File: src/rtl/keyboard_pkg.sv
// -----------------------------------------------------------------------------
// keyboard_pkg
// Shared definitions for the Apple-1 keyboard input block: PS/2 scancodes,
// Apple-1 ASCII constants, the PS/2 receiver state type and a letter test.
// -----------------------------------------------------------------------------
package keyboard_pkg;

  // PS/2 set-2 scancodes with special meaning to the decoder
  localparam logic [7:0] SC_EXT    = 8'hE0;
  localparam logic [7:0] SC_BREAK  = 8'hF0;
  localparam logic [7:0] SC_LSHIFT = 8'h12;
  localparam logic [7:0] SC_RSHIFT = 8'h59;
  localparam logic [7:0] SC_CTRL   = 8'h14;
  localparam logic [7:0] SC_ENTER  = 8'h5A;
  localparam logic [7:0] SC_BKSP   = 8'h66;
  localparam logic [7:0] SC_ESC    = 8'h76;
  localparam logic [7:0] SC_SPACE  = 8'h29;
  localparam logic [7:0] SC_F1     = 8'h05;
  localparam logic [7:0] SC_F12    = 8'h07;

  // Apple-1 7-bit ASCII
  localparam logic [6:0] CR     = 7'h0D;
  localparam logic [6:0] RUBOUT = 7'h5F;  // Apple-1 uses '_' as rubout
  localparam logic [6:0] ESC    = 7'h1B;
  localparam logic [6:0] SPACE  = 7'h20;
  localparam logic [6:0] NO_KEY = 7'h00;  // translation result for unmapped codes

  typedef enum logic [1:0] {
    RX_IDLE,
    RX_DATA,
    RX_PARITY,
    RX_STOP
  } rx_state_e;

  function automatic logic is_letter(input logic [6:0] a);
    return (a >= 7'h41) && (a <= 7'h5A);
  endfunction

endpackage

File: src/rtl/keyboard_if.sv
// -----------------------------------------------------------------------------
// keyboard_if
// CPU-side PIA port A register bus of the keyboard block.
//   cpu_clken : CPU clock enable qualifying reads
//   address   : 0 = KBD, 1 = KBDCR
//   r_en      : read strobe
//   dout      : register read data (combinational from the slave)
// -----------------------------------------------------------------------------
interface keyboard_if;
  logic       cpu_clken;
  logic       address;
  logic       r_en;
  logic [7:0] dout;

  modport master (output cpu_clken, output address, output r_en, input dout);
  modport slave  (input cpu_clken, input address, input r_en, output dout);
endinterface

File: src/rtl/keyboard_ps2_rx.sv
// -----------------------------------------------------------------------------
// ps2_rx
// PS/2 frame receiver: synchronizes the raw PS/2 lines, detects clock falling
// edges, collects start/8 data/parity/stop bits and flags good frames.
//   sys_clock, reset : system clock, async active-high reset
//   ps2_clk_i        : raw PS/2 clock (asynchronous)
//   ps2_data_i       : raw PS/2 data (asynchronous)
//   code_o           : received scancode, valid with code_valid_o
//   code_valid_o     : one-cycle pulse per frame with good parity and stop bit
// -----------------------------------------------------------------------------
module ps2_rx
  import keyboard_pkg::*;
#(
  parameter int TIMEOUT_CYCLES = 28636,
  parameter int SYNC_STAGES    = 2
) (
  input  logic       sys_clock,
  input  logic       reset,
  input  logic       ps2_clk_i,
  input  logic       ps2_data_i,
  output logic [7:0] code_o,
  output logic       code_valid_o
);

  localparam int TW = $clog2(TIMEOUT_CYCLES + 1);

  logic [SYNC_STAGES-1:0] clk_sync_q, data_sync_q;
  logic                   clk_prev_q;
  logic                   clk_s, data_s, fall;

  rx_state_e   state_q, state_d;
  logic [2:0]  bit_cnt_q, bit_cnt_d;
  logic [7:0]  shift_q, shift_d;
  logic        parity_q, parity_d;
  logic [TW-1:0] timer_q, timer_d;
  logic        code_valid_q, code_valid_d;

  assign clk_s  = clk_sync_q[SYNC_STAGES-1];
  assign data_s = data_sync_q[SYNC_STAGES-1];
  assign fall   = clk_prev_q & ~clk_s;

  // Synchronizers reset to the idle-high bus level so leaving reset never
  // looks like a falling edge.
  always_ff @(posedge sys_clock or posedge reset) begin
    if (reset) begin
      clk_sync_q  <= '1;
      data_sync_q <= '1;
      clk_prev_q  <= 1'b1;
    end else begin
      // NOTE: sequential state uses <= so every flop samples pre-edge values.
      clk_sync_q  <= {clk_sync_q[SYNC_STAGES-2:0], ps2_clk_i};
      data_sync_q <= {data_sync_q[SYNC_STAGES-2:0], ps2_data_i};
      clk_prev_q  <= clk_s;
    end
  end

  always_ff @(posedge sys_clock or posedge reset) begin
    if (reset) begin
      state_q      <= RX_IDLE;
      bit_cnt_q    <= '0;
      shift_q      <= '0;
      parity_q     <= 1'b0;
      timer_q      <= '0;
      code_valid_q <= 1'b0;
    end else begin
      state_q      <= state_d;
      bit_cnt_q    <= bit_cnt_d;
      shift_q      <= shift_d;
      parity_q     <= parity_d;
      timer_q      <= timer_d;
      code_valid_q <= code_valid_d;
    end
  end

  always_comb begin
    // NOTE: every signal driven here gets a default first so no latch is inferred.
    state_d      = state_q;
    bit_cnt_d    = bit_cnt_q;
    shift_d      = shift_q;
    parity_d     = parity_q;
    timer_d      = timer_q;
    code_valid_d = 1'b0;

    if (fall) begin
      unique case (state_q)
        RX_IDLE: begin
          if (!data_s) begin
            state_d   = RX_DATA;
            bit_cnt_d = '0;
          end
        end
        RX_DATA: begin
          shift_d   = {data_s, shift_q[7:1]};  // LSB arrives first
          bit_cnt_d = bit_cnt_q + 3'd1;
          if (bit_cnt_q == 3'd7) state_d = RX_PARITY;
        end
        RX_PARITY: begin
          parity_d = data_s;
          state_d  = RX_STOP;
        end
        RX_STOP: begin
          code_valid_d = data_s & (^{shift_q, parity_q});
          state_d      = RX_IDLE;
        end
        default: state_d = RX_IDLE;
      endcase
    end

    // Watchdog on partial frames: restarted by each edge, idle while IDLE.
    if (state_q == RX_IDLE || fall) begin
      timer_d = '0;
    end else if (timer_q == TW'(TIMEOUT_CYCLES - 1)) begin
      timer_d = '0;
      state_d = RX_IDLE;
    end else begin
      timer_d = timer_q + TW'(1);
    end
  end

  assign code_o       = shift_q;
  assign code_valid_o = code_valid_q;

endmodule

File: src/rtl/keyboard.sv
// -----------------------------------------------------------------------------
// keyboard
// Apple-1 keyboard input: PS/2 make/break decoding to 7-bit uppercase ASCII,
// presented as the PIA KBD/KBDCR register pair, plus front-panel keys.
//   sys_clock, reset : system clock, async active-high reset
//   ps2_clk/ps2_data : raw PS/2 lines
//   bus (slave)      : cpu_clken, address, r_en in; dout out
//   reset_key        : one-cycle pulse on F12 make
//   clr_screen       : high while F1 is held
// -----------------------------------------------------------------------------
module keyboard
  import keyboard_pkg::*;
#(
  parameter int timeout_cycles = 28636,
  parameter int sync_stages    = 2
) (
  input  logic       sys_clock,
  input  logic       reset,
  input  logic       ps2_clk,
  input  logic       ps2_data,
  keyboard_if.slave  bus,
  output logic       reset_key,
  output logic       clr_screen
);

  logic [7:0] code;
  logic       code_valid;

  ps2_rx #(
    .TIMEOUT_CYCLES (timeout_cycles),
    .SYNC_STAGES    (sync_stages)
  ) u_rx (
    .sys_clock    (sys_clock),
    .reset        (reset),
    .ps2_clk_i    (ps2_clk),
    .ps2_data_i   (ps2_data),
    .code_o       (code),
    .code_valid_o (code_valid)
  );

  // US-layout set-2 translation; NO_KEY marks unmapped codes.
  function automatic logic [6:0] scan_to_ascii(input logic [7:0] sc, input logic shift);
    logic [6:0] a;
    a = NO_KEY;
    case (sc)
      8'h1C: a = 7'h41;  8'h32: a = 7'h42;  8'h21: a = 7'h43;  8'h23: a = 7'h44;
      8'h24: a = 7'h45;  8'h2B: a = 7'h46;  8'h34: a = 7'h47;  8'h33: a = 7'h48;
      8'h43: a = 7'h49;  8'h3B: a = 7'h4A;  8'h42: a = 7'h4B;  8'h4B: a = 7'h4C;
      8'h3A: a = 7'h4D;  8'h31: a = 7'h4E;  8'h44: a = 7'h4F;  8'h4D: a = 7'h50;
      8'h15: a = 7'h51;  8'h2D: a = 7'h52;  8'h1B: a = 7'h53;  8'h2C: a = 7'h54;
      8'h3C: a = 7'h55;  8'h2A: a = 7'h56;  8'h1D: a = 7'h57;  8'h22: a = 7'h58;
      8'h35: a = 7'h59;  8'h1A: a = 7'h5A;
      8'h45: a = shift ? 7'h29 : 7'h30;
      8'h16: a = shift ? 7'h21 : 7'h31;
      8'h1E: a = shift ? 7'h40 : 7'h32;
      8'h26: a = shift ? 7'h23 : 7'h33;
      8'h25: a = shift ? 7'h24 : 7'h34;
      8'h2E: a = shift ? 7'h25 : 7'h35;
      8'h36: a = shift ? 7'h5E : 7'h36;
      8'h3D: a = shift ? 7'h26 : 7'h37;
      8'h3E: a = shift ? 7'h2A : 7'h38;
      8'h46: a = shift ? 7'h28 : 7'h39;
      8'h4E: a = shift ? 7'h5F : 7'h2D;
      8'h55: a = shift ? 7'h2B : 7'h3D;
      8'h54: a = shift ? 7'h7B : 7'h5B;
      8'h5B: a = shift ? 7'h7D : 7'h5D;
      8'h5D: a = shift ? 7'h7C : 7'h5C;
      8'h4C: a = shift ? 7'h3A : 7'h3B;
      8'h52: a = shift ? 7'h22 : 7'h27;
      8'h41: a = shift ? 7'h3C : 7'h2C;
      8'h49: a = shift ? 7'h3E : 7'h2E;
      8'h4A: a = shift ? 7'h3F : 7'h2F;
      8'h0E: a = shift ? 7'h7E : 7'h60;
      SC_ENTER: a = CR;
      SC_BKSP:  a = RUBOUT;
      SC_ESC:   a = ESC;
      SC_SPACE: a = SPACE;
      default:  a = NO_KEY;
    endcase
    return a;
  endfunction

  logic       strobe_q, strobe_d;
  logic [6:0] key_q, key_d;
  logic       shift_q, shift_d, ctrl_q, ctrl_d;
  logic       brk_q, brk_d, clr_q, clr_d;
  logic       reset_key_q, reset_key_d;
  logic [6:0] ascii, char_ascii;
  logic       new_char, read_kbd;

  always_ff @(posedge sys_clock or posedge reset) begin
    if (reset) begin
      strobe_q    <= 1'b0;
      key_q       <= '0;
      shift_q     <= 1'b0;
      ctrl_q      <= 1'b0;
      brk_q       <= 1'b0;
      clr_q       <= 1'b0;
      reset_key_q <= 1'b0;
    end else begin
      strobe_q    <= strobe_d;
      key_q       <= key_d;
      shift_q     <= shift_d;
      ctrl_q      <= ctrl_d;
      brk_q       <= brk_d;
      clr_q       <= clr_d;
      reset_key_q <= reset_key_d;
    end
  end

  always_comb begin
    shift_d     = shift_q;
    ctrl_d      = ctrl_q;
    brk_d       = brk_q;
    clr_d       = clr_q;
    reset_key_d = 1'b0;
    new_char    = 1'b0;
    ascii       = scan_to_ascii(code, shift_q);
    char_ascii  = (ctrl_q && is_letter(ascii)) ? (ascii & 7'h1F) : ascii;

    // The E0 prefix carries no meaning for this keyboard and is skipped.
    if (code_valid && code != SC_EXT) begin
      if (code == SC_BREAK) begin
        brk_d = 1'b1;
      end else if (brk_q) begin
        brk_d = 1'b0;
        case (code)
          SC_LSHIFT, SC_RSHIFT: shift_d = 1'b0;
          SC_CTRL:              ctrl_d  = 1'b0;
          SC_F1:                clr_d   = 1'b0;
          default: ;
        endcase
      end else begin
        case (code)
          SC_LSHIFT, SC_RSHIFT: shift_d     = 1'b1;
          SC_CTRL:              ctrl_d      = 1'b1;
          SC_F1:                clr_d       = 1'b1;
          SC_F12:               reset_key_d = 1'b1;
          default:              new_char    = (ascii != NO_KEY);
        endcase
      end
    end

    // A new character outranks a simultaneous clearing read of KBD.
    read_kbd = bus.cpu_clken & bus.r_en & ~bus.address;
    strobe_d = new_char ? 1'b1 : (read_kbd ? 1'b0 : strobe_q);
    key_d    = new_char ? char_ascii : key_q;
  end

  assign bus.dout   = bus.address ? {strobe_q, 7'b0} : {strobe_q, key_q};
  assign reset_key  = reset_key_q;
  assign clr_screen = clr_q;

endmodule

File: src/flat_wrapper.sv
// flat-port wrapper written by rule: the top's interface ports become plain ports
module keyboard_flat import keyboard_pkg::*;
#(
  parameter int timeout_cycles = 28636,
  parameter int sync_stages    = 2
)
  (sys_clock, reset, ps2_clk, ps2_data, reset_key, clr_screen, bus_cpu_clken, bus_address, bus_r_en, bus_dout);
  keyboard_if bus_i ();
  input  logic sys_clock;
  input  logic reset;
  input  logic ps2_clk;
  input  logic ps2_data;
  output logic reset_key;
  output logic clr_screen;
  input wire logic [$bits(bus_i.cpu_clken)-1:0] bus_cpu_clken;
  input wire logic [$bits(bus_i.address)-1:0] bus_address;
  input wire logic [$bits(bus_i.r_en)-1:0] bus_r_en;
  output wire logic [$bits(bus_i.dout)-1:0] bus_dout;
  assign bus_i.cpu_clken = bus_cpu_clken;
  assign bus_i.address = bus_address;
  assign bus_i.r_en = bus_r_en;
  assign bus_dout = bus_i.dout;
  keyboard #(.timeout_cycles(timeout_cycles), .sync_stages(sync_stages)) u_core (.sys_clock(sys_clock), .reset(reset), .ps2_clk(ps2_clk), .ps2_data(ps2_data), .bus(bus_i), .reset_key(reset_key), .clr_screen(clr_screen));
endmodule
File: config.mk
export PLATFORM = sky130hd
export DESIGN_NAME = keyboard_flat
export DESIGN_NICKNAME = d
export VERILOG_FILES = /design/src/rtl/keyboard_pkg.sv /design/src/rtl/keyboard_if.sv /design/src/rtl/keyboard_ps2_rx.sv /design/src/rtl/keyboard.sv /design/src/flat_wrapper.sv
export SDC_FILE = /design/constraint.sdc
export NUM_CORES = 1
export LEC_CHECK = 0
export BUFFER_PORTS_ARGS = -buffer_cell sky130_fd_sc_hd__buf_2
export CAP_MARGIN = 20
export CORE_MARGIN = 5
export CORE_UTILIZATION = 55
export CTS_BUF_LIST = sky130_fd_sc_hd__clkbuf_4 sky130_fd_sc_hd__clkbuf_8
export DETAILED_ROUTE_END_ITERATION = 16
export PLACE_DENSITY = 0.73
export SYNTH_ARGS = -nofsm -noshare
export SYNTH_HDL_FRONTEND = slang
export SYNTH_SLANG_ARGS = --single-unit
File: constraint.sdc
create_clock -name sys_clock -period 3.8 [get_ports sys_clock]
set_clock_uncertainty 0.2 [all_clocks]
set_input_delay 1.14 -clock sys_clock [delete_from_list [all_inputs] [get_ports sys_clock]]
set_output_delay 1.14 -clock sys_clock [all_outputs]
set_load 0.01 [all_outputs]
* Yosys cells after proc, flatten, opt, wreduce, memory -nomap -nowiden
Cells that the tools add are included.
Operators by class: $add $sub $neg 2, $lt $le $gt $ge 2, equality and inequality tests 64, multiplexer cells 56, bitwise operators 7, reductions and logical operators 17
Operators by type and width (number):
- $pmux W7 S51 | 1
- $eq A8 B6 Y1 const B | 23
- $eq A8 B7 Y1 const B | 21
- $eq A8 B5 Y1 const B | 9
- $mux W5 | 13
- $mux W7 | 5
- $mux W15 | 2
- $mux W1 | 23
- $mux W6 | 3
- $eq A8 B3 Y1 const B | 2
- $add A15 B1 Y15 const B | 1
- $eq A15 B15 Y1 const B | 1
- $reduce_and A3 Y1 | 4
- $mux W2 | 5
- $reduce_xor A9 Y1 | 1
- $eq A8 B4 Y1 const B | 1
- $eq A8 B8 Y1 const B | 1
- $ne A8 B8 Y1 const B | 1
- $pmux W2 S4 | 1
- $ge A7 B7 Y1 const B | 1
- $le A7 B7 Y1 const B | 1
- $reduce_bool A7 Y1 | 1
- $mux W3 | 2
- $pmux W3 S2 | 1
- 14 further kinds | 24
Storage, ports and cells: register bits after elaboration 48, output and inout port bits 10, word-level logic and storage cells 164

* Logic depth before layout (Yosys ltp)
Gate-level depths: netlist (run 1).
depth in word-level cells 8, gate-level depth with buffers 11, gate-level depth less buffers 8

* Hierarchy
From an unflattened synthesis (run 1), not the netlist that was laid out.
Second synthesis, totals: cell total of the unflattened synthesis 416, area, all modules 3668.5 um^2
By module, submodules not included:
- keyboard | instances 1, cells an instance 285, area each 2084.5 um^2
- ps2_rx | instances 1, cells an instance 131, area each 1584.0 um^2

* Least setup slack after synthesis (run 1)
OpenSTA, ideal clock, no wires.
path kind flip-flop to flip-flop, start point reg u_core.u_rx.shift_q[3], in the netlist u_core.u_rx.code_o[3], end point reg u_core.key_q[6], library setup time 0.066 ns, data arrival time 2.518 ns, required time 3.534 ns, path slack 1.015 ns, stages on the path, launching flop included 10, buffers on the path 1, clock period less this slack 2.785 ns, cells stage by stage dfrtp_1 -> buf_6 -> xor2_2 -> mux2i_1 -> nor3_1 -> or3_1 -> or4_4 -> or4_1 -> nor2_1 -> o31a_1
On the way: word-level cells in the longest chain between the ends 7, elaborated cells on any way between the ends 71
RTL lines:
- from (decl) | line keyboard_ps2_rx.sv:33 | logic [7:0] shift_q, shift_d;
- from (signal assigned) | line keyboard_ps2_rx.sv:68 | shift_q <= shift_d;
- parallel branches: the longest is 7 deep, another holds $ge A7 B7 Y1
- to (signal assigned) | line keyboard.sv:102 | key_q <= key_d;
- to (decl) | line keyboard.sv:84 | logic [6:0] key_q, key_d;
Several ways; the timed one is not identified. A chain may end at the register's enable or synchronous reset.

* Worst setup path after layout (run 1)
start point reg u_core.u_rx.shift_q[5], in the netlist u_core.u_rx.code_o[5], end point reg u_core.key_q[6]
Same word-level chain as after synthesis.

==> results.py, run 1 <==
metrics = {
    "timing": {
        "achievable-frequency_mhz": 292.7,
        "final-hold-violation-count": 0,
        "finalMaxSlewViolations": 0,
        "finalCriticalPeriod_ns": 3.417,
        "timing.final.crit_share": 0.8992,
        "worstMarginPinSlew_ns": 1.124,
        "fin_tns_setup_ns": 0,
        "rsz_0062_raised_after_global_routing": "false",
        "setup_viol": 0,
        "slew_headroom": 0.2401,
        "timing.hold.ws_ns": 0.1678,
    },
    "logic_synthesis": {
        "ys_seq_area_frac": 0.3460,
        "muxShareOfSynthArea": 0.03837,
        "synth_xor_area_frac": 0.05988,
        "synth.ff_latch_count": 48,
        "compound_gate_fraction_of_synth_area": 0.1976,
        "post_synth_inst_count": 420,
        "synth_top_area_cell": "dfrtp_1",
        "synth_area_um2": 3490,
        "synth_largest_type_area_fraction": 0.3084,
        "fraction_of_the_mapped_netlist_area_in_simple_logic_gates": 0.2890,
        "synth.net_count": 430,
        "post_synth_num_cell_types": 66,
        "yosys-top-cells-area": "dfrtp_1 (31%), nand2_1 (4.8%), o21ai_0 (3.9%)",
        "largest_family_of_logic_cells_by_synthesized_area": "simple AND/OR/NAND/NOR gates",
        "ys_async_sr_fraction": 1.000,
        "number_of_enable_type_register_cells_in_the_synthesized_netlist": 0,
        "yosys_warnings": 0,
        "synth-adder-area-share": 0.01076,
        "synth_top_flop_cell": "dfrtp_1",
        "synth_area_per_cell_um2": 8.309,
    },
    "min_path": {
        "hold_start": "u_core.u_rx.clk_sync_q[0]$_DFF_PP1_",
        "hold_wc_path_type": "flop to flop",
        "holdPathEnd": "u_core.u_rx.clk_sync_q[1]$_DFF_PP1_",
        "timing.hold.worst_path_depth": 0,
    },
    "place": {
        "port_buffers": 16,
        "gpl.final_weighted_congestion": 1.096,
        "dp_hpwl_mm": 7.583,
        "post-place-cells": 505,
    },
    "grt": {
        "pin_count_of_the_biggest_net_entering_global_routing": 49,
        "grt_usage": 0.2746,
        "grt_overflow": 0,
        "grt_pass1_vias": 3249,
        "grt_pass1_wl_mm": 16.74,
        "grt_antenna_before_repair": 0,
    },
    "power": {
        "leakagePower_nw": 1.563,
        "cellInternalPower_mw": 1.166,
        "cellPowerDensity_nw_per_um2": 532.9,
        "share_of_total_power_in_the_clock_network": 0.216,
        "power.combinational.fraction": 0.433,
        "p_seq_frac": 0.350,
        "netsw_mw": 0.8812,
        "maximum_ir_drop_on_the_vdd_rail_mv": 0.2919,
        "switching_share": 0.4305,
    },
    "cts": {
        "cts_hold_buffers": 0,
        "tritoncts.num_buffers": 5,
        "max-clock-path-buffers": 2,
        "clock_insertion_delay_worst_skew_ns": 0.30,
        "cts_tree": "done",
        "clock_input_transition_at_the_sequential_cells_of_the_worst_setup_and_hold_paths_ns": 0.09,
        "postCtsSetupBuffers": 0,
        "cts_root_buffer": "clkbuf_8",
        "cts-resized-gates": 0,
        "cts.sinks": 48,
        "clock_tree.htree_level_count": 2,
    },
    "die": {
        "dieHeight_um": 89.66,
        "floorplan.die.width_um": 89.66,
        "placement_rows": 29,
        "core_um2": 6277,
        "io-pin-count": 17,
        "floorplan.initialDensity": 0.5559,
        "die_area_um2": 8038,
    },
    "detailed_routing": {
        "routed_wirelength_mm": 10.33,
        "dr.pass1.iters": 6,
        "dr.first_iter.drc_count": 582,
        "route.detailed.wl_per_inst_um": 20.09,
        "via_per_inst": 6.630,
        "drcViolationCount": 0,
        "vias": 3408,
        "antenna_left": 0,
    },
    "cells_and_area": {
        "most_used_cells_in_the_layout_excluding_fill_and_tap_cells": "nand2_1 (45), dfrtp_1 (43), nor2_1 (33), o21ai_0 (27), buf_4 (24)",
        "register_area_um2": 1207,
        "ant_cells": 0,
        "fill_cells": 549,
        "nets": 446,
        "multiInputGateArea_um2": 2078,
        "drive_gt1_frac": 0.1625,
        "layoutNonFillerInstCount": 514,
        "synthToLayoutAreaGrowth_pct": 10.08,
        "layout_commonest_cell": "nand2_1",
    },
    "setup_path": {
        "critical_path.startpoint_type": "flop",
        "timing.critical_path.fanout_max": 24,
        "worst_reg2reg_startpoint": "u_core.u_rx.code_o[5]$_DFFE_PP0P_",
        "endpoint_kind": "flop",
        "required_ns": 3.80,
        "reg2reg_depth": 8,
        "critPathArrivalTime_ns": 3.42,
        "endpoint_of_the_most_critical_register_to_register_path": "u_core.key_q[6]$_DFFE_PP0P_",
        "worst-r2r-setup-slack_ns": 0.38,
        "timing_worst_setup_path_type": "flop to flop",
    },
    "run": {
        "maxCapViolations": 0,
    },
    "status": {
        "status": "complete, no violations",
    },
}
## metrics by stage
step	cell area (um2)	power, mW	utilization	setup slack [ns]
3_5_place_dp	3684	1.563	0.5868	0.5322
5_1_grt	3841	2.147	0.6119	0.2344
2_1_floorplan	3490	1.299	-	1.015
6_report	3841	2.047	0.6119	0.3831
3_3_place_gp	3684	1.574	0.5868	0.5275
4_1_cts	3821	2.011	0.6087	0.4955
## worst max-delay path by stage
stage | startpoint | endpoint | cells after the start
finish | u_core.u_rx.code_o[5]$_DFFE_PP0P_ | u_core.key_q[6]$_DFFE_PP0P_ | 8
floorplan | u_core.u_rx.code_o[3]$_DFFE_PP0P_ | u_core.key_q[6]$_DFFE_PP0P_ | 9
global route | u_core.u_rx.code_o[2]$_DFFE_PP0P_ | u_core.key_q[6]$_DFFE_PP0P_ | 7
CTS | u_core.u_rx.code_o[3]$_DFFE_PP0P_ | u_core.key_q[6]$_DFFE_PP0P_ | 9
global placement | u_core.u_rx.code_o[1]$_DFFE_PP0P_ | u_core.key_q[6]$_DFFE_PP0P_ | 8
detailed placement | u_core.u_rx.code_o[1]$_DFFE_PP0P_ | u_core.key_q[6]$_DFFE_PP0P_ | 9
## final cells by class
cell class	count	share of cell area
Clock inverter	3	0.01792
Multi-Input combinational cell	329	0.5410
Inverter	11	0.01075
Clock buffer	5	0.01792
Sequential cell	48	0.3143
Tap cell	77	0.02508
Timing Repair Buffer	41	0.07296
## logic make-up after synthesis
group                    after synthesis
AND/OR/NAND/NOR                      188
AO/OA/AOI/OAI                        103
flip-flops                            48
buffers and inverters                 43
XOR/XNOR                              23
multiplexers                          12
adder cells (fa/ha/maj)                3
## state kept, by name, indices dropped and copies added (netlist names)
register,count
u_core.u_rx.parity_q,1
u_core.u_rx.data_sync_q,2
u_core.key_q,7
u_core.shift_q,1
u_core.u_rx.code_valid_o,1
u_core.u_rx.clk_sync_q,2
u_core.strobe_q,1
u_core.brk_q,1
u_core.u_rx.bit_cnt_q,3
u_core.u_rx.state_q,2
u_core.reset_key,1
u_core.u_rx.timer_q,15
u_core.u_rx.code_o,8
u_core.clr_screen,1
u_core.ctrl_q,1
u_core.u_rx.clk_prev_q,1
## power groups by stage
stage                     Combinational [mW]  Clock, mW  Sequential [mW]
final                                  0.887      0.442            0.717
after floorplan                        0.698          0            0.601
after CTS                              0.851      0.452            0.708
after detailed placement               0.845          0            0.718
after global placement                 0.860          0            0.714
after global routing                   0.940      0.477            0.730
## metal layers
| metal | up-vias | GRT usage | wire, um |
|---|---|---|---|
| li1 | 1575 | - | - |
| met1 | 1563 | 0.3529 | 4019 |
| met2 | 211 | 0.4289 | 4688 |
| met3 | 59 | 0.04015 | 833 |
| met4 | 0 | 0.1813 | 787 |
| met5 | - | 0 | 0 |
## worst max-delay path, cell delays in order, from the launching register on
cell and delay (ns):
dfrtp_1 0.82, nor4b_1 0.97, a22oi_1 0.29, nor3_1 0.26, nor3_1 0.15, o2111ai_1 0.17, or4_1 0.16, nor2_1 0.04
o31a_1 0.26
## synthesized netlist by cell type (3+ instances only)
cell type	instances
nand3b_1	3
nor4_1	4
xor2_1	11
inv_1	11
clkbuf_1	8
nor3_1	16
o2111ai_1	5
buf_4	4
nor4b_1	5
nand2b_1	6
nor2_1	33
dfstp_2	5
a21oi_1	16
nor2b_1	19
a32oi_1	3
dfrtp_1	43
or3_1	6
nand2_1	45
ha_1	3
a22o_1	3
a31oi_1	11
nand4_1	9
nand3_1	19
xnor2_1	11
and2_1	3
nor3b_1	3
o31ai_1	6
o211ai_1	5
nor4bb_1	4
buf_2	16
buf_1	3
o21ai_0	27
mux2_2	11
Note: power is estimated with default switching activity, not from simulation.
==> inputs of run 2 (changes only) <==
Settings changed: ABC_AREA set to 1, REMOVE_ABC_BUFFERS set to 1.
==> run 2 against run 1 <==
Compared with the run above: total power decreased by 48%; critical path type is now input port to primary output; largest power group is now sequential cells; global-route usage decreased by 4.6 points; synthesized cell count increased by 22%; sequential power decreased by 24%; final area decreased by 7.4%.
==> results.py, run 2 <==
metrics = {
    "cells_and_area": {
        "final_core_utilization": 0.6042,
        "nets": 536,
        "synthToLayoutAreaGrowth_pct": 7.205,
        "layout_commonest_cell": "nand2_1",
        "ant_cells": 0,
        "multiInputGateArea_um2": 1805,
        "register_area_um2": 1207,
        "most_used_cells_in_the_layout_excluding_fill_and_tap_cells": "nand2_1 (163), nor2_1 (91), inv_1 (55), dfrtp_1 (43), nand3_1 (31)",
        "largest_register": "u_core.u_rx.timer_q",
        "drive_gt1_frac": 0.1082,
        "largest_reg_flops": 15,
        "fill_cells": 585,
        "layoutNonFillerInstCount": 602,
        "finish.instance_area_um2": 3556,
    },
    "run": {
        "maxCapViolations": 0,
    },
    "detailed_routing": {
        "dr.pass1.iters": 4,
        "antenna_left": 0,
        "route.detailed.wl_per_inst_um": 13.50,
        "drcViolationCount": 0,
        "dr.first_iter.drc_count": 223,
        "via_per_inst": 5.331,
        "vias": 3209,
        "routed_wirelength_mm": 8.125,
    },
    "setup_path": {
        "critPathArrivalTime_ns": 1.52,
        "required_ns": 2.46,
        "timing_worst_setup_path_type": "input port to primary output",
        "critical_path.startpoint_type": "input port",
        "crit_buf_inv": 2,
        "cp_cell_sequence": "buf_2 > nor2_1 > buf_2",
        "crit_top_cell": "buf_2",
        "timing.critical_path.fanout_max": 8,
        "cpLargestDelayFamily": "buffers and inverters",
        "cp_slowest_cell": "buf_2",
        "crit_path_max_incr_delay_ns": 0.14,
        "endpoint_kind": "primary output",
    },
    "cts": {
        "tritoncts.num_buffers": 5,
        "clock_insertion_delay_worst_skew_ns": 0.30,
        "cts_hold_buffers": 0,
        "cts_root_buffer": "clkbuf_8",
        "postCtsSetupBuffers": 0,
        "cts_tree": "done",
        "cts-resized-gates": 0,
        "cts.sinks": 48,
        "max-clock-path-buffers": 2,
        "clock_tree.htree_level_count": 2,
        "clock_input_transition_at_the_sequential_cells_of_the_worst_setup_and_hold_paths_ns": 0.09,
    },
    "power": {
        "cellInternalPower_mw": 0.7659,
        "switching_share": 0.2760,
        "share_of_total_power_in_the_clock_network": 0.353,
        "leakagePower_nw": 1.960,
        "power.combinational.fraction": 0.129,
        "p_seq_frac": 0.517,
        "finalPower_mw": 1.058,
        "cellPowerDensity_nw_per_um2": 297.5,
        "netsw_mw": 0.2920,
        "maximum_ir_drop_on_the_vdd_rail_mv": 0.2181,
    },
    "logic_synthesis": {
        "ys_seq_area_frac": 0.3640,
        "number_of_enable_type_register_cells_in_the_synthesized_netlist": 0,
        "synth_largest_type_area_fraction": 0.3244,
        "synth.ff_latch_count": 48,
        "post_synth_inst_count": 514,
        "synth_top_flop_cell": "dfrtp_1",
        "yosys_warnings": 0,
        "post_synth_num_cell_types": 35,
        "yosys-top-cells-area": "dfrtp_1 (32%), nand2_1 (18%), nor2_1 (10%)",
        "synth.cells.most_frequent": "nand2_1 (163), nor2_1 (91), inv_1 (56)",
        "synth_most_common_cell": "nand2_1",
        "synth_area_per_cell_um2": 6.453,
        "synth_top_area_cell": "dfrtp_1",
        "ys_async_sr_fraction": 1.000,
        "synth_area_um2": 3317,
    },
    "place": {
        "pre_cts_slack_ns": 0.9390,
        "post-place-cells": 593,
        "placed_cell_area_um2": 3420,
        "gpl.final_weighted_congestion": 0.9433,
        "dp_hpwl_mm": 6.203,
        "port_buffers": 16,
    },
    "timing": {
        "final-hold-violation-count": 0,
        "timing.hold.ws_ns": 0.1605,
        "fin_tns_setup_ns": 0,
        "worstMarginPinSlew_ns": 0.8249,
        "rsz_0062_raised_after_global_routing": "false",
        "finalMaxSlewViolations": 0,
        "setup_viol": 0,
        "finalCriticalPeriod_ns": 2.856,
        "finalWorstSetupSlack_ns": 0.9442,
        "achievable-frequency_mhz": 350.2,
        "slew_headroom": 0.4480,
        "timing.final.crit_share": 0.7515,
    },
    "die": {
        "die_area_um2": 7684,
        "io-pin-count": 17,
        "core_um2": 5886,
        "placement_rows": 28,
        "floorplan.initialDensity": 0.5636,
        "dieHeight_um": 87.66,
        "floorplan.die.width_um": 87.66,
    },
    "grt": {
        "grt_usage": 0.2284,
        "pin_count_of_the_biggest_net_entering_global_routing": 49,
        "grt_pass1_wl_mm": 14.10,
        "grt_pass1_vias": 3093,
        "grt_overflow": 0,
        "grt_antenna_before_repair": 0,
    },
    "status": {
        "status": "complete, no violations",
    },
    "min_path": {
        "hold_wc_path_type": "flop to flop",
    },
}
-- run 2: cell types whose count changed in the layout (fill, tap and decap cells not counted), moves of 12 or more --
cell     previous run  this run
buf_4              24         1
inv_1              10        55
nand2_1            45       163
nand3_1            19        31
nor2_1             33        91
nor2b_1            19         0
-- run 2: routing by layer --
layer | share of wire | vias up | track usage
met5 | 0 | - | 0
met4 | 0.024 | 0 | 0.09066
met3 | 0.042 | 17 | 0.03293
met2 | 0.47 | 74 | 0.3822
met1 | 0.46 | 1479 | 0.2976
li1 | - | 1639 | -
-- run 2: worst register-to-register path, stage by stage (launching register included) --
cell,delay (ns)
dfrtp_1,0.43
inv_2,0.08
nand2_1,0.13
nor2_2,0.56
nand3_1,0.25
nand3_1,0.16
a21oi_1,0.07
and2_1,0.19
nand4_1,0.09
nand2_2,0.20
nor2_1,0.22
a21oi_2,0.04
-- run 2: path summary, 6_finish.rpt --
| kind | slack [ns] | startpoint | to | cells past startpoint |
|---|---|---|---|---|
| worst max-delay path | 0.94 | bus_address | bus_dout[3] | 3 |
| worst min-delay path | 0.16 | u_core.u_rx.data_sync_q[0]$_DFF_PP1_ | u_core.u_rx.data_sync_q[1]$_DFF_PP1_ | 0 |
| worst max register to register | 1.04 | u_core.u_rx.code_o[7]$_DFFE_PP0P_ | u_core.key_q[0]$_DFFE_PP0P_ | 11 |
| worst min register to register | 0.16 | u_core.u_rx.data_sync_q[0]$_DFF_PP1_ | u_core.u_rx.data_sync_q[1]$_DFF_PP1_ | 0 |
| max in group asynchronous | 2.21 | reset | u_core.u_rx.data_sync_q[0]$_DFF_PP1_ | 3 |
| min in group asynchronous | 0.63 | reset | u_core.u_rx.bit_cnt_q[0]$_DFFE_PP0P_ | 2 |
-- run 2: power by group through the flow --
stage               logic, mW  clock network [mW]  registers [mW]
floorplan               0.100                   0           0.552
global placement        0.131                   0           0.555
finish                  0.137               0.374           0.547
global route            0.156               0.406           0.550
detailed placement      0.134                   0           0.557
CTS                     0.135               0.391           0.547
-- run 2: cell type report --
class | instances | share of cell area
multi-input cells | 393 | 0.5077
flip-flops and latches | 48 | 0.3396
inverters | 60 | 0.06334
repair buffers | 18 | 0.03026
well taps | 75 | 0.02639
clock buffers | 5 | 0.01935
clock inverters | 3 | 0.01337
-- run 2: kinds of logic after synthesis --
logic type	after synthesis	synth area share
adders and majority gates	3	0.01132
muxes	1	0.003018
xor gates and xnor gates	10	0.02641
DFF	48	0.3640
and+or+nand+nor	333	0.4236
AOI/OAI and AO/OA	46	0.07997
buffers and inverters	73	0.09166
==> inputs of run 3 (changes only) <==
Clock period 3.8 ns to 2.8 ns, I/O delays scaled along.
==> run 3 against run 2 <==
Compared with the run above: largest power group unchanged; largest cell class unchanged; combinational power grew 34%; critical path type is now flop to flop; worst setup slack lost 0.70 ns; wire length shrank 3.3%; global-route usage shrank 0.64 points; critical path depth grew 8.
==> results.py, run 3 (same netlist as run 2, synthesis figures left out) <==
metrics = {
    "status": {
        "status": "complete, no violations",
    },
    "detailed_routing": {
        "route.detailed.wl_per_inst_um": 12.96,
        "vias": 3239,
        "drcViolationCount": 0,
        "dr.first_iter.drc_count": 357,
        "dr.pass1.iters": 5,
        "antenna_left": 0,
        "via_per_inst": 5.345,
        "routed_wirelength_mm": 7.853,
    },
    "cts": {
        "max-clock-path-buffers": 2,
        "clock_input_transition_at_the_sequential_cells_of_the_worst_setup_and_hold_paths_ns": 0.09,
        "tritoncts.num_buffers": 5,
        "cts.sinks": 48,
        "cts_root_buffer": "clkbuf_8",
        "cts_tree": "done",
        "clock_tree.htree_level_count": 2,
        "postCtsSetupBuffers": 0,
        "clock_insertion_delay_worst_skew_ns": 0.29,
        "cts_hold_buffers": 0,
        "cts-resized-gates": 0,
    },
    "cells_and_area": {
        "final_core_utilization": 0.6042,
        "layoutNonFillerInstCount": 606,
        "drive_gt1_frac": 0.1149,
        "largest_register": "u_core.u_rx.timer_q",
        "fill_cells": 563,
        "nets": 540,
        "layout_commonest_cell": "nand2_1",
        "largest_reg_flops": 15,
        "most_used_cells_in_the_layout_excluding_fill_and_tap_cells": "nand2_1 (163), nor2_1 (91), inv_1 (55), dfrtp_1 (43), nand3_1 (31)",
        "synthToLayoutAreaGrowth_pct": 7.205,
        "ant_cells": 0,
        "finish.instance_area_um2": 3556,
    },
    "min_path": {
        "timing.hold.worst_path_depth": 0,
        "hold_wc_path_type": "flop to flop",
        "holdPathEnd": "u_core.u_rx.clk_sync_q[1]$_DFF_PP1_",
        "hold_start": "u_core.u_rx.clk_sync_q[0]$_DFF_PP1_",
    },
    "setup_path": {
        "reg2reg_depth": 11,
        "worst-r2r-setup-slack_ns": 0.25,
        "required_ns": 2.78,
        "timing_worst_setup_path_type": "flop to flop",
        "endpoint_kind": "flop",
        "worst_reg2reg_startpoint": "u_core.u_rx.code_o[7]$_DFFE_PP0P_",
        "cp_cell_sequence": "inv_2 > nand2_1 > nor2_2 > nand3_1 > nand3_1 > a21oi_1 > and2_1 > nand4_1 > nand2_2 > nor2_1 > a21oi_2",
        "crit_top_cell": "nand3_1",
        "timing.critical_path.fanout_max": 15,
        "endpoint_of_the_most_critical_register_to_register_path": "u_core.key_q[1]$_DFFE_PP0P_",
        "cp_slowest_cell": "nor2_2",
        "critical_path.startpoint_type": "flop",
        "critPathArrivalTime_ns": 2.53,
        "crit_path_max_incr_delay_ns": 0.49,
    },
    "timing": {
        "finalMaxSlewViolations": 0,
        "worstMarginPinSlew_ns": 0.6387,
        "setup_viol": 0,
        "achievable-frequency_mhz": 392.0,
        "slew_headroom": 0.5730,
        "fin_tns_setup_ns": 0,
        "final-hold-violation-count": 0,
        "timing.final.crit_share": 0.9112,
        "finalWorstSetupSlack_ns": 0.2487,
        "rsz_0062_raised_after_global_routing": "false",
        "finalCriticalPeriod_ns": 2.551,
    },
    "grt": {
        "grt_overflow": 0,
        "grt_pass1_wl_mm": 13.77,
        "grt_pass1_vias": 3106,
        "grt_antenna_before_repair": 0,
        "pin_count_of_the_biggest_net_entering_global_routing": 24,
        "grt_usage": 0.2219,
    },
    "power": {
        "maximum_ir_drop_on_the_vdd_rail_mv": 0.2885,
        "leakagePower_nw": 1.968,
        "cellPowerDensity_nw_per_um2": 381.4,
    },
    "die": {
        "floorplan.initialDensity": 0.5636,
        "io-pin-count": 17,
        "core_um2": 5886,
        "dieHeight_um": 87.66,
        "floorplan.die.width_um": 87.66,
        "placement_rows": 28,
        "die_area_um2": 7684,
    },
    "run": {
        "maxCapViolations": 0,
    },
    "place": {
        "gpl.final_weighted_congestion": 0.9977,
        "pre_cts_slack_ns": 0.3194,
        "placed_cell_area_um2": 3457,
        "dp_hpwl_mm": 6.087,
        "port_buffers": 16,
        "post-place-cells": 598,
    },
}
[run 3: worst max-delay path by stage]
stage                     depth (start not counted)                           to                         startpoint  slack [ns]
final                                            11  u_core.key_q[1]$_DFFE_PP0P_  u_core.u_rx.code_o[7]$_DFFE_PP0P_        0.25
after global routing                             11  u_core.key_q[3]$_DFFE_PP0P_  u_core.u_rx.code_o[7]$_DFFE_PP0P_        0.01
after CTS                                        11  u_core.key_q[3]$_DFFE_PP0P_  u_core.u_rx.code_o[7]$_DFFE_PP0P_        0.29
after detailed placement                         11  u_core.key_q[3]$_DFFE_PP0P_  u_core.u_rx.code_o[7]$_DFFE_PP0P_        0.32
after global placement                           12  u_core.key_q[3]$_DFFE_PP0P_  u_core.u_rx.code_o[4]$_DFFE_PP0P_        0.39
after floorplan                                   1     u_core.brk_q$_DFFE_PP0P_                              reset        0.62
[run 3: power by group]
part	internal, mW	total (mW)	switching (mW)
clock	0.212	0.431	0.219
combinational	0.0550	0.184	0.129
sequential	0.717	0.741	0.0234
total	0.984	1.36	0.372
[run 3: per-stage QoR]
step / hold WS [ns] / total power [mW]
floorplan: 0.1452 / 0.8856
global placement: 0.1460 / 0.9329
detailed placement: 0.1473 / 0.9351
CTS: 0.1598 / 1.365
global route: 0.1698 / 1.428
finish: 0.1585 / 1.356
[run 3: layer usage]
metal | wire [um] | track usage | vias up
met3 | 540 | 0.03575 | 18
met4 | 159 | 0.06416 | 0
met1 | 3565 | 0.3085 | 1450
li1 | - | - | 1645
met5 | 0 | 0 | -
met2 | 3588 | 0.3582 | 126
[run 3: area by class of cell]
class	instances	area [um2]	share of cell area
tap	75	93.84	0.02639
inverter	60	225.2	0.06334
timing repair buffer	22	125.1	0.03519
clock buffer	7	90.09	0.02533
multi-input combinational	393	1805	0.5077
sequential	48	1207	0.3396
clock inverter	1	8.758	0.002463
[run 3: critical path, delay by kind of cell (launching register included)]
family	cells	cell delay, ns
buffers and inverters	1	0.08
AO/OA/AOI/OAI	2	0.10
AND/OR/NAND/NOR	8	1.62
flip-flops	1	0.42
